## src/rtl/hazard_ctrl_pkg.sv

```systemverilog
// hazard_ctrl_pkg
//   Shared pipeline definitions for the hazard controller: FSM state
//   encoding, flush depth after a taken branch, register-address width
//   and the saturating stall-counter increment.
package hazard_ctrl_pkg;

  localparam int REG_ADDR_W  = 3;
  localparam int FLUSH_DEPTH = 2;
  localparam int FLUSH_CNT_W = 2;
  localparam int STALL_CNT_W = 16;

  typedef enum logic [1:0] {
    ST_RUN   = 2'd0,
    ST_FLUSH = 2'd1,
    ST_HOLD  = 2'd2
  } state_e;

  // Counter sticks at all-ones instead of wrapping back to zero.
  function automatic logic [STALL_CNT_W-1:0] sat_inc(input logic [STALL_CNT_W-1:0] v);
    return (v == {STALL_CNT_W{1'b1}}) ? v : v + 1'b1;
  endfunction

endpackage

```

## src/rtl/hazard_ctrl_load_use_detect.sv

```systemverilog
// load_use_detect
//   Purely combinational load-use hazard comparator. Flags when the
//   instruction in execute is a load writing a register that the
//   instruction in decode actually reads.
//   Inputs : id_src1/id_src2 (decode sources), id_uses1/id_uses2 (source
//            valid), ex_mr/ex_rw (execute is load / writes register),
//            ex_reg_dest (execute destination)
//   Output : load_use
module load_use_detect
  import hazard_ctrl_pkg::*;
(
  input  logic [REG_ADDR_W-1:0] id_src1,
  input  logic [REG_ADDR_W-1:0] id_src2,
  input  logic                  id_uses1,
  input  logic                  id_uses2,
  input  logic                  ex_mr,
  input  logic                  ex_rw,
  input  logic [REG_ADDR_W-1:0] ex_reg_dest,
  output logic                  load_use
);

  logic hit1;
  logic hit2;

  always_comb begin
    hit1     = id_uses1 && (id_src1 == ex_reg_dest);
    hit2     = id_uses2 && (id_src2 == ex_reg_dest);
    load_use = ex_mr && ex_rw && (hit1 || hit2);
  end

endmodule

```

## src/rtl/hazard_ctrl.sv

```systemverilog
// hazard_ctrl
//   Pipeline hazard controller. Stalls on load-use, flushes two slots after
//   a taken branch, and freezes the whole pipe while memory is not ready.
//   Outputs are combinational from the current state and inputs so they are
//   settled before the falling edge where the pipeline buffers latch.
//   Inputs : Clk, Rst (sync, active-high), IdSrc1/IdSrc2, IdUses1/IdUses2,
//            ExMR, ExRW, ExRegDest, BranchTaken, MemWait
//   Outputs: PcStall, FdStall, DeStall, DeBubble, FdFlush, FlashNum[1:0],
//            StallCount[15:0], Busy
module hazard_ctrl
  import hazard_ctrl_pkg::*;
(
  input  logic                   Clk,
  input  logic                   Rst,
  input  logic [REG_ADDR_W-1:0]  IdSrc1,
  input  logic [REG_ADDR_W-1:0]  IdSrc2,
  input  logic                   IdUses1,
  input  logic                   IdUses2,
  input  logic                   ExMR,
  input  logic                   ExRW,
  input  logic [REG_ADDR_W-1:0]  ExRegDest,
  input  logic                   BranchTaken,
  input  logic                   MemWait,
  output logic                   PcStall,
  output logic                   FdStall,
  output logic                   DeStall,
  output logic                   DeBubble,
  output logic                   FdFlush,
  output logic [FLUSH_CNT_W-1:0] FlashNum,
  output logic [STALL_CNT_W-1:0] StallCount,
  output logic                   Busy
);

  state_e                 state_q,     state_d;
  logic [FLUSH_CNT_W-1:0] flush_cnt_q, flush_cnt_d;
  logic [STALL_CNT_W-1:0] stall_cnt_q, stall_cnt_d;
  logic                   load_use;

  logic pc_stall, fd_stall, de_stall, de_bubble, fd_flush;

  load_use_detect u_load_use_detect (
    .id_src1     (IdSrc1),
    .id_src2     (IdSrc2),
    .id_uses1    (IdUses1),
    .id_uses2    (IdUses2),
    .ex_mr       (ExMR),
    .ex_rw       (ExRW),
    .ex_reg_dest (ExRegDest),
    .load_use    (load_use)
  );

  always_comb begin
    state_d     = state_q;
    flush_cnt_d = flush_cnt_q;
    pc_stall    = 1'b0;
    fd_stall    = 1'b0;
    de_stall    = 1'b0;
    de_bubble   = 1'b0;
    fd_flush    = 1'b0;

    case (state_q)
      ST_RUN: begin
        // Branch wins outright: the flush squashes whatever would have stalled.
        if (BranchTaken) begin
          state_d     = ST_FLUSH;
          flush_cnt_d = FLUSH_CNT_W'(FLUSH_DEPTH);
        end else if (MemWait) begin
          state_d  = ST_HOLD;
          pc_stall = 1'b1;
          fd_stall = 1'b1;
          de_stall = 1'b1;
        end else if (load_use) begin
          pc_stall  = 1'b1;
          fd_stall  = 1'b1;
          de_bubble = 1'b1;
        end
      end

      ST_FLUSH: begin
        fd_flush  = 1'b1;
        de_bubble = 1'b1;
        // A memory wait freezes the flush countdown along with the pipe.
        if (MemWait) begin
          pc_stall = 1'b1;
          fd_stall = 1'b1;
          de_stall = 1'b1;
        end else if (flush_cnt_q == FLUSH_CNT_W'(1)) begin
          state_d     = ST_RUN;
          flush_cnt_d = '0;
        end else begin
          flush_cnt_d = flush_cnt_q - 1'b1;
        end
      end

      ST_HOLD: begin
        pc_stall = 1'b1;
        fd_stall = 1'b1;
        de_stall = 1'b1;
        if (!MemWait) state_d = ST_RUN;
      end

      default: begin
        state_d     = ST_RUN;
        flush_cnt_d = '0;
      end
    endcase

    // Reset silences every control output in the cycle it is asserted.
    if (Rst) begin
      pc_stall  = 1'b0;
      fd_stall  = 1'b0;
      de_stall  = 1'b0;
      de_bubble = 1'b0;
      fd_flush  = 1'b0;
    end

    stall_cnt_d = pc_stall ? sat_inc(stall_cnt_q) : stall_cnt_q;
  end

  always_ff @(posedge Clk) begin
    if (Rst) begin
      state_q     <= ST_RUN;
      flush_cnt_q <= '0;
      stall_cnt_q <= '0;
    end else begin
      state_q     <= state_d;
      flush_cnt_q <= flush_cnt_d;
      stall_cnt_q <= stall_cnt_d;
    end
  end

  always_comb begin
    PcStall    = pc_stall;
    FdStall    = fd_stall;
    DeStall    = de_stall;
    DeBubble   = de_bubble;
    FdFlush    = fd_flush;
    FlashNum   = Rst ? '0 : flush_cnt_q;
    StallCount = stall_cnt_q;
    Busy       = !Rst && (state_q != ST_RUN);
  end

endmodule

```

## config.mk

```make
export PLATFORM = sky130hd
export DESIGN_NAME = hazard_ctrl
export DESIGN_NICKNAME = d
export VERILOG_FILES = /design/src/rtl/hazard_ctrl_pkg.sv /design/src/rtl/hazard_ctrl_load_use_detect.sv /design/src/rtl/hazard_ctrl.sv
export SDC_FILE = /design/constraint.sdc
export NUM_CORES = 1
export LEC_CHECK = 0
export ABC_AREA = 1
export CORE_MARGIN = 2
export CORE_UTILIZATION = 43
export DETAILED_ROUTE_END_ITERATION = 6
export PLACE_DENSITY = 0.76
export SYNTH_ARGS = -nofsm -noshare
export SYNTH_HDL_FRONTEND = slang
export SYNTH_HIERARCHICAL = 1
export SYNTH_SLANG_ARGS = --single-unit
```

## constraint.sdc

```tcl
create_clock -name Clk -period 2.1 [get_ports Clk]
set_clock_uncertainty 0.15 [all_clocks]
set_input_delay 0.525 -clock Clk [delete_from_list [all_inputs] [get_ports Clk]]
set_output_delay 0.525 -clock Clk [all_outputs]
set_load 0.03 [all_outputs]
```

==> summary.txt <==
================================================================================
Fraction of final layout cells sized beyond drive strength 1              0.2843
Final Hold Violating Endpoints                                                 0
Core ar.                                                               3311 um^2
Routed wire length per instance                                         9.864 um
Startpoint kind of the worst setup timing path                      primary input
Final Util                                                                0.6561
Post-synthesis cell count                                                    243
Ordered cell list for the critical path                             buf_8 > nor2_4 > nor2_1 > nor2_1 > nand2_1 > a21oi_2 > inv_1 > nand2_1 > nand3_2 > a21oi_4 > buf_6
Standard-cell rows                                                            21
Number of synthesized flops with an enable pin                                 0
Maximum count of clock buffers along a single path                             2
Total I/O pin count                                                           41
List of most frequent post-synthesis cells                          nand2_1 (80), nor2_1 (33), inv_1 (31), dfxtp_1 (20), nand2_2 (12)
Sequential share of power                                                  0.436
Global route overflow                                                          0
CTS tree                                                                   built
Period utilisation layout                                                  1.108
Number of global-route vias before repair                                  1,462
Worst slew pin tran                                                     320.9 ps
#FFs+latches synth                                                            20
Clock Sink Count                                                              20
DR DRC count                                                                   0
Share of flip-flops with an asynchronous set or reset                          0
Number of buffers created by CTS                                               3
Clk pin slew, worst setup/hold paths                                      120 ps
Switching share of total power                                            0.3214
Clock period minus worst slack                                           2326 ps
Placed cell area                                                       2087 um^2
Fin area                                                               2172 um^2
Comb power frac                                                            0.312
Number of vias after detailed routing                                      1,638
Result of the run                                                   finished, violations left
LEAKAGE                                                                 1.060 nW
Max-cap violations                                                             0
Min-delay worst type                                                register to register
Most used DFF post-synth                                                 dfxtp_1
Die height                                                              62.52 um
Critical path data required time                                         1420 ps
Count of antenna-violating nets left after detailed routing                    0
Insertion delay of the later-clocked pin in the worst-skew pair           310 ps
Total global routing track utilization                                    0.1811
Detailed-route wire length                                               3472 um
Total of warnings raised by yosys                                              6
Number of buffers added on ports                                              40
Final number of setup-violating endpoints                                     18
Pin count of the biggest net entering global routing                          14
Pwr/cell area                                                       429.4 nW/um^2
Final Worst Setup Slack                                                -226.2 ps
Highest clock frequency the design can meet                           0.4299 GHz
Critical path class                                                 primary input to output port
Final layout net count                                                       326
Worst relative slew slack                                                 0.7857
Cell variety after synth                                                      25
Failing checks                                                      setup timing
Yosys top cell area share                                                 0.2719
Critical path data arrival time                                          1650 ps
Width of the die                                                        62.52 um
Most common cell in the synthesized netlist                              nand2_1
Library cell used as clock root buffer                                  clkbuf_4
P_sw                                                                   0.2998 mW
Per-instance average area after synthesis                             6.060 um^2
Critical path's slowest cell                                             a21oi_4
Number of antenna violations at the first check in global routing              0
Router iterations before antenna repair                                        4
Final Slew Violations                                                          0
Starting density of the core                                              0.4448
Library cell with the largest summed area after synthesis                dfxtp_1
Global-route wire length before repair                                   5954 um
Delay of the slowest cell on the worst path                               180 ps
Mapped Nets                                                                  262
Total die area                                                         3909 um^2
Estimated wirelength of the detail-placed design                         2706 um
Relative area change from synthesis to final layout                       47.49%
Level count of the clock H-tree                                                1
Internal power component                                               0.6329 mW
CP max FO                                                                      3
Inserted Diodes                                                                0
Endpoint kind of the worst setup timing path                         output port
Part of the Yosys area used for sequential elements                       0.2719
Ranking of synthesized cells by area                                dfxtp_1 (27%), nand2_1 (20%), nor2_1 (8.4%), inv_1 (7.9%), a21oi_2 (5.4%)
Synthesized cell area                                                  1473 um^2
Peak supply drop                                                        203.3 uV
Relative contribution of the clock network to total power                  0.252
Final weighted congestion in routability-driven placement                 0.8247
Post-layout total power                                                0.9327 mW
Unrepaired setup endpoints after global routing                             true
1st-iter DRT viols                                                            76
Filler Cell Count                                                            313
Vias/cell                                                                  4.653
Hold_buf cts                                                                   0
================================================================================
-- per-layer routing --
layer | up-vias | GRT usage | share of wire
li1 | 879 | - | -
met1 | 715 | 0.2363 | 0.48
met2 | 38 | 0.3065 | 0.47
met3 | 6 | 0.02342 | 0.037
met4 | 0 | 0.06389 | 0.015
met5 | - | 0 | 0
-- power by group through the flow --
stage | logic, mW | registers [mW] | clock network, mW
2_1_floorplan | 0.156 | 0.420 | 0
3_3_place_gp | 0.276 | 0.414 | 0
3_5_place_dp | 0.279 | 0.414 | 0
4_1_cts | 0.281 | 0.405 | 0.239
5_1_grt | 0.321 | 0.409 | 0.254
6_report | 0.291 | 0.406 | 0.235
-- cells by family after synthesis --
family | Yosys count | synth area share
AND/OR/NAND/NOR | 150 | 0.4435
buffers and inverters | 37 | 0.1096
AO/OA/AOI/OAI | 28 | 0.1223
flip-flops | 20 | 0.2719
XOR/XNOR | 6 | 0.03568
adder cells (fa/ha/maj) | 2 | 0.01699
-- per-stage QoR --
step	setup slack [ps]	TNS [ps]	std cells	hold slack, ps
finish	-226.2	-1253	352	344.7
CTS	-208.8	-726.2	351	347.6
global route	-304.6	-2957	352	379.7
detailed placement	-722.0	-11550	346	328.9
floorplan	-170.4	-170.4	243	303.2
global placement	-684.2	-10870	346	324.5
-- worst max-delay path, delay by kind of cell --
| family | cells | cell delay [ps] |
|---|---|---|
| and+or+nand+nor | 6 | 470 |
| buffers and inverters | 3 | 300 |
| AOI/OAI and AO/OA | 2 | 350 |
-- worst paths after layout --
path	startpoint	endpoint	slack [ps]	depth (start not counted)
setup / recovery	IdSrc2[2]	FdStall	-230	11
hold / removal	flush_cnt_q[1]$_SDFFE_PP0P_	flush_cnt_q[1]$_SDFFE_PP0P_	340	2
setup reg to reg	state_q[1]$_SDFFE_PP0P_	StallCount[5]$_SDFFE_PP0P_	180	11
hold reg to reg	flush_cnt_q[1]$_SDFFE_PP0P_	flush_cnt_q[1]$_SDFFE_PP0P_	340	2
-- layout make-up --
type	instances	area, um^2	area share
well taps	46	57.56	0.02650
multi-input cells	186	953.4	0.4389
repair buffers	64	604.3	0.2782
flip-flops and latches	20	400.4	0.1843
inverters	32	120.1	0.05530
clock buffers	4	36.28	0.01671
-- flip-flops by register name (all words and copies together) (netlist names) --
signal       cells
StallCount      16
state_q          2
flush_cnt_q      2
-- cells in the final DEF (no fill, tap or decap) --
| cell type | netlist | layout |
|---|---|---|
| a21oi_2 | 9 | 12 |
| buf_4 | 1 | 22 |
| nand2_2 | 12 | 13 |
| a21oi_4 | 0 | 1 |
| nor2_2 | 7 | 7 |
| clkdlybuf4s15_1 | 0 | 1 |
| clkdlybuf4s50_1 | 0 | 7 |
| buf_6 | 1 | 13 |
| inv_1 | 31 | 28 |
| buf_12 | 0 | 2 |
| a211oi_1 | 2 | 2 |
| xnor2_1 | 1 | 1 |
| buf_2 | 0 | 4 |
| clkbuf_8 | 0 | 1 |
| dlymetal6s2s_1 | 0 | 4 |
| clkbuf_4 | 0 | 3 |
| nor2_1 | 33 | 32 |
| clkinv_1 | 1 | 1 |
| o21ai_0 | 5 | 5 |
| a21oi_1 | 11 | 7 |
| nand3_1 | 10 | 9 |
| buf_8 | 1 | 1 |
| xor2_1 | 5 | 5 |
| nand2_1 | 80 | 79 |
| dlygate4sd2_1 | 0 | 10 |
| inv_2 | 0 | 3 |
| nor2_4 | 1 | 2 |
| nand4_1 | 3 | 3 |
| ha_1 | 2 | 2 |
| a31oi_1 | 1 | 1 |
| nand3_2 | 1 | 2 |
| nor3_2 | 0 | 1 |
| dfxtp_1 | 20 | 20 |
| nand3b_1 | 2 | 2 |
-- what timing repair did --
action | 4_1_cts | 5_1_grt
endpoints found under the setup margin | 28 | 23
gates resized for setup | 61 | 13
setup buffers | 1 | 1
pin swaps | 18 | 10
Note: power is estimated with default switching activity, not from simulation.
